`src/rtl/sigmon_event_recorder.sv`:
```
// Event recorder for up to four sigmon pattern units: per-unit pending slots,
// a lowest-index-first arbiter and a FWFT record FIFO with drop/event statistics.
module sigmon_event_recorder #(
  parameter int FIFO_AW      = 4,
  parameter int NUM_PATTERNS = 4
) (
  input  logic               clk,
  input  logic               reset,
  input  logic               enable,
  input  logic               clear,
  input  logic [3:0]         match_event,
  input  logic [3:0]         sample_event,
  input  logic [3:0]         merged_event,
  input  logic [191:0]       sample_data,
  output logic               rec_valid,
  input  logic               rec_ready,
  output logic [95:0]        rec_data,
  output logic [FIFO_AW:0]   fifo_count,
  output logic [15:0]        drop_count,
  output logic [31:0]        event_count
);

  localparam int DEPTH = 1 << FIFO_AW;

  logic [31:0]             ts;
  logic [7:0]              seq;
  logic [NUM_PATTERNS-1:0] pend_valid;
  logic [2:0]              pend_type [NUM_PATTERNS];
  logic [47:0]             pend_data [NUM_PATTERNS];
  logic [31:0]             pend_ts   [NUM_PATTERNS];

  logic [NUM_PATTERNS-1:0] new_ev;
  logic [NUM_PATTERNS-1:0] grant;
  logic [NUM_PATTERNS-1:0] load;
  logic [NUM_PATTERNS-1:0] drop_vec;
  logic                    push;
  logic                    pop;
  logic                    full;
  logic [1:0]              push_id;
  logic [95:0]             push_rec;
  logic [2:0]              drop_inc;
  logic [16:0]             drop_sum;

  logic [95:0]             mem [DEPTH];
  logic [FIFO_AW-1:0]      wr_ptr;
  logic [FIFO_AW-1:0]      rd_ptr;

  // Stream handshake: a record transfers on any edge where rec_valid and
  // rec_ready are both high; rec_valid never waits on rec_ready, and the head
  // record stays on rec_data until that transfer happens.
  assign full      = fifo_count[FIFO_AW];
  assign rec_valid = (fifo_count != '0);
  assign pop       = rec_valid & rec_ready;
  assign rec_data  = rec_valid ? mem[rd_ptr] : '0;

  always_comb begin
    push_id = '0;
    for (int i = NUM_PATTERNS - 1; i >= 0; i--) begin
      if (pend_valid[i]) push_id = 2'(i);
    end
    push  = (pend_valid != '0) && !full;
    grant = '0;
    if (push) grant[push_id] = 1'b1;

    // A slot freed by this edge's push can take a new event without loss.
    new_ev   = {NUM_PATTERNS{enable}} & (match_event | sample_event | merged_event);
    load     = new_ev & (~pend_valid | grant);
    drop_vec = new_ev & pend_valid & ~grant;

    drop_inc = '0;
    for (int i = 0; i < NUM_PATTERNS; i++) begin
      drop_inc = drop_inc + 3'(drop_vec[i]);
    end
    drop_sum = 17'(drop_count) + 17'(drop_inc);

    push_rec = {pend_ts[push_id], pend_type[push_id], 3'b000, push_id, seq,
                pend_data[push_id]};
  end

  always_ff @(posedge clk) begin
    if (reset) begin
      ts          <= '0;
      seq         <= '0;
      pend_valid  <= '0;
      wr_ptr      <= '0;
      rd_ptr      <= '0;
      fifo_count  <= '0;
      drop_count  <= '0;
      event_count <= '0;
    end else begin
      ts         <= ts + 32'd1;
      pend_valid <= (pend_valid & ~grant) | load;

      if (push) wr_ptr <= wr_ptr + 1'b1;
      if (pop)  rd_ptr <= rd_ptr + 1'b1;
      case ({push, pop})
        2'b10:   fifo_count <= fifo_count + 1'b1;
        2'b01:   fifo_count <= fifo_count - 1'b1;
        default: fifo_count <= fifo_count;
      endcase

      // clear wins over same-edge increments; the pushed record already took the old seq.
      if (clear) begin
        seq         <= '0;
        event_count <= '0;
        drop_count  <= '0;
      end else begin
        if (push) begin
          seq         <= seq + 8'd1;
          event_count <= event_count + 32'd1;
        end
        drop_count <= drop_sum[16] ? 16'hFFFF : drop_sum[15:0];
      end
    end
  end

  always_ff @(posedge clk) begin
    for (int i = 0; i < NUM_PATTERNS; i++) begin
      if (load[i]) begin
        pend_type[i] <= {merged_event[i], sample_event[i], match_event[i]};
        pend_data[i] <= sample_event[i] ? sample_data[48*i +: 48] : 48'h0;
        pend_ts[i]   <= ts;
      end
    end
  end

  always_ff @(posedge clk) begin
    if (push) mem[wr_ptr] <= push_rec;
  end

endmodule

```
`config.mk`:
```
export PLATFORM = sky130hd
export DESIGN_NAME = sigmon_event_recorder
export DESIGN_NICKNAME = d
export VERILOG_FILES = /design/src/rtl/sigmon_event_recorder.sv
export SDC_FILE = /design/constraint.sdc
export NUM_CORES = 2
export LEC_CHECK = 0
export CAP_MARGIN = 10
export CORE_ASPECT_RATIO = 1.25
export CORE_MARGIN = 10
export CORE_UTILIZATION = 30
export DETAILED_ROUTE_END_ITERATION = 7
export PLACE_DENSITY_LB_ADDON = 0.3
export REMOVE_ABC_BUFFERS = 1
export SYNTH_ARGS = -nofsm -noshare
export SYNTH_HDL_FRONTEND = slang
export SYNTH_SLANG_ARGS = --single-unit
```
`constraint.sdc`:
```
create_clock -name clk -period 25.2 [get_ports clk]
set_input_delay 2.52 -clock clk [delete_from_list [all_inputs] [get_ports clk]]
set_output_delay 2.52 -clock clk [all_outputs]
set_load 0.02 [all_outputs]
```
==> key figures <==
STA
  – Slew Viols, Final: 0
  – RSZ-0062 raised after global routing: false
  – Slew margin rel.: 17.4%
  – Setup violations, final: 0
  – Period utilization: 33.1%
  – Final-report hold violation count: 0
  – Fin worst setup slack: 16850 ps
  – Setup_tns: 0 ps
  – Final hold slack: 493 ps
  – Fmax: 120 MHz
  – Layout Skew: 96.3 ps
  – Worst-Margin Slew: 1230 ps
  – Period minus WS final: 8350 ps

Drt
  – Vias per cell: 4.85
  – Met2 routed WL: 102000 um
  – Drt wl/cell: 26.6 um
  – Met1 wire length: 83700 um
  – Via Count: 37000
  – DR DRC count: 0
  – WL final: 203000 um
  – DR iter-0 viols: 2820
  – Met3 Routed Length: 11700 um
  – First-pass iteration count of the detailed router: 5
  – Antenna Nets Post-Route: 0
  – Top Layer Used: met5

Min path
  – Worst Hold Path EP: event_count[1]
  – Hold path depth: 2
  – Hold_sp: event_count[1]
  – Worst hold-check path type: flop to flop

Finish
  – Most frequent cells in the layout: 1820 x edfxtp_1, 372 x mux4_2, 350 x clkdlybuf4s50_1
  – Area grow syn2layout: 19.3%
  – Fill cell count: 23100
  – Final Non-Filler Cells: 7628
  – Commonest non-fill, non-tap cell in the layout: edfxtp_1
  – Final nets: 4400
  – Share of cells above drive strength 1: 18.9%
  – Fin util: 36.0%

Synthesis
  – Post-synthesis sequential area ratio: 76.3%
  – Synth Warn #: 0
  – Mapped Cells: 3693
  – Synth Cell Area: 74500 um2
  – Avg Inst Size Synth: 20.2 um2
  – Post-synth EDFFs: 1820
  – FF+latch count, synth: 1929
  – Primary FF master, synth: edfxtp_1
  – Unique masters post-synth: 50
  – Post-synth ARST share: 0%

Critical path
  – CP Class: flop to output port
  – Worst path slowest cell: buf_4
  – CP startpoint kind: flop
  – R2r endpoint: mem[13][23]
  – Most common cell on crit path: buf_4
  – Flop2flop setup slack: 20630 ps
  – Crit path cell chain: buf_4 > buf_12 > buf_4 > mux4_2 > mux2i_1 > o22ai_1 > clkdlybuf4s50_1
  – Worst Path Max Fanout: 128
  – CP Buf/Inv Count: 4
  – R2r worst-path depth: 6
  – Worst Path Required: 22680 ps
  – WP data arrival: 5830 ps
  – R2R Path Start: pend_valid[0]
  – Critical path's top delay family: buffers and inverters
  – CP endpoint kind: output port
  – Max incr delay on CP: 920 ps

Global route
  – Number of global-route vias before repair: 39700
  – Initial antenna violation count: 16
  – Gr ovfl total: 0
  – First-pass GRT wire length: 287000 um
  – GRT Total Usage: 14.6%
  – Largest net degree at the start of global routing: 129

Floorplan
  – Die Y: 577 um
  – Core area: 247000 um2
  – Die Area: 269000 um2
  – Die width: 466 um
  – Site row count: 204
  – IO Count: 359
  – Starting Density: 30.1%

Flow run
  – Max-Cap Viols: 0

Clock network
  – CTS tree: built
  – CTS buffer count: 200
  – Sink Count: 1929
  – Cts hold-fix bufs: 0
  – Post-CTS setup buffer count: 0
  – Clock Tree Buf Depth: 4
  – Clk slew on worst S/H paths: 60 ps
  – Htree depth: 4
  – Clock latency on the worst-skew pair: 870 ps
  – Post-cts gate resize count: 0
  – CTS root buf: clkbuf_16

Placed design
  – Hpwl dp: 111000 um
  – DP Cell Count: 7260
  – Port bufs: 355
  – Setup WS pre-CTS: 17410 ps
  – Final Wtd Congestion: 0.706

Pwr
  – Leakage: 0.0273 uW
  – Power Dens Cells: 98.4 nW/um2
  – Max rail drop VDD: 84.3 uV

Outcome
  – Outcome: completed
power by group:
group / switching, uW / total, uW / internal [uW]
clock network: 1240 / 2890 / 1660
registers: 62.2 / 3890 / 3830
logic: 1200 / 1960 / 752
sequential cells by signal, summed over array words and instances, names as in the netlist, named ones only:
name / cells
pend_valid: 4
mem: 1488
drop_count: 16
pend_ts: 128
seq: 8
event_count: 32
ts: 32
wr_ptr: 4
rd_ptr: 4
fifo_count: 5
pend_type: 12
pend_data: 192
logic make-up after synthesis:
kind of cell               count (synthesis)  share of synthesized area, %
adders and majority gates                 17                         0.326
xor gates and xnor gates                  82                         0.965
DFF                                     1929                          76.3
buffers and inverters                    226                          1.31
muxes                                    645                          14.9
other                                      1                       0.00504
and+or+nand+nor                          481                          3.55
AOI/OAI and AO/OA                        312                          2.58
cell type report:
class | count | area [um2] | share of cell area [%]
Clock buffer | 252 | 5270 | 5.93
Multi-Input combinational cell | 1540 | 16800 | 19.0
Tap cell | 3296 | 4120 | 4.64
Antenna cell | 7 | 17.5 | 0.0197
Sequential cell | 1929 | 56800 | 64.0
Clock inverter | 101 | 1030 | 1.15
Inverter | 19 | 71.3 | 0.0803
Timing Repair Buffer | 484 | 4650 | 5.23
synth_stat cells (all sizes together) (43+ instances only):
library cell	count	area, um2
dfxtp	109	2180
edfxtp	1820	54700
xor2	43	377
and2	194	1210
nor2	106	398
clkbuf	122	459
o21ai	92	460
mux4	372	8380
mux2i	272	2720
buf	85	444
o22ai	93	582
a22oi	83	623
through the flow:
stage               cell area (um2)  total power, uW
floorplan                     73600             5380
global placement              82400             5960
detailed placement            82400             5990
CTS                           88700             8900
global route                  88800             9100
finish                        88800             8740
worst register-to-register path, cell delays in order, from the launching register on:
cell and delay [ps]:
dfxtp_1 470, nor2_1 280, o21a_4 770, buf_4 770, buf_4 770, mux2i_1 210, o21ai_1 970
metal layers:
metal	vias up	track usage, %
met3	289	3.09
met5	-	0
met1	19700	18.4
li1	16000	-
met4	8	3.73
met2	971	25.6
how the worst max path moves through the flow:
stage / endpoint / depth (start not counted) / slack [ps]
after floorplan: rec_data[0] / 3 / 5860
after global placement: rec_data[70] / 7 / 17430
after detailed placement: rec_data[70] / 7 / 17410
after CTS: rec_data[70] / 7 / 16530
after global routing: rec_data[70] / 7 / 16550
final: rec_data[70] / 7 / 16850
(Power assumes the default switching activity.)
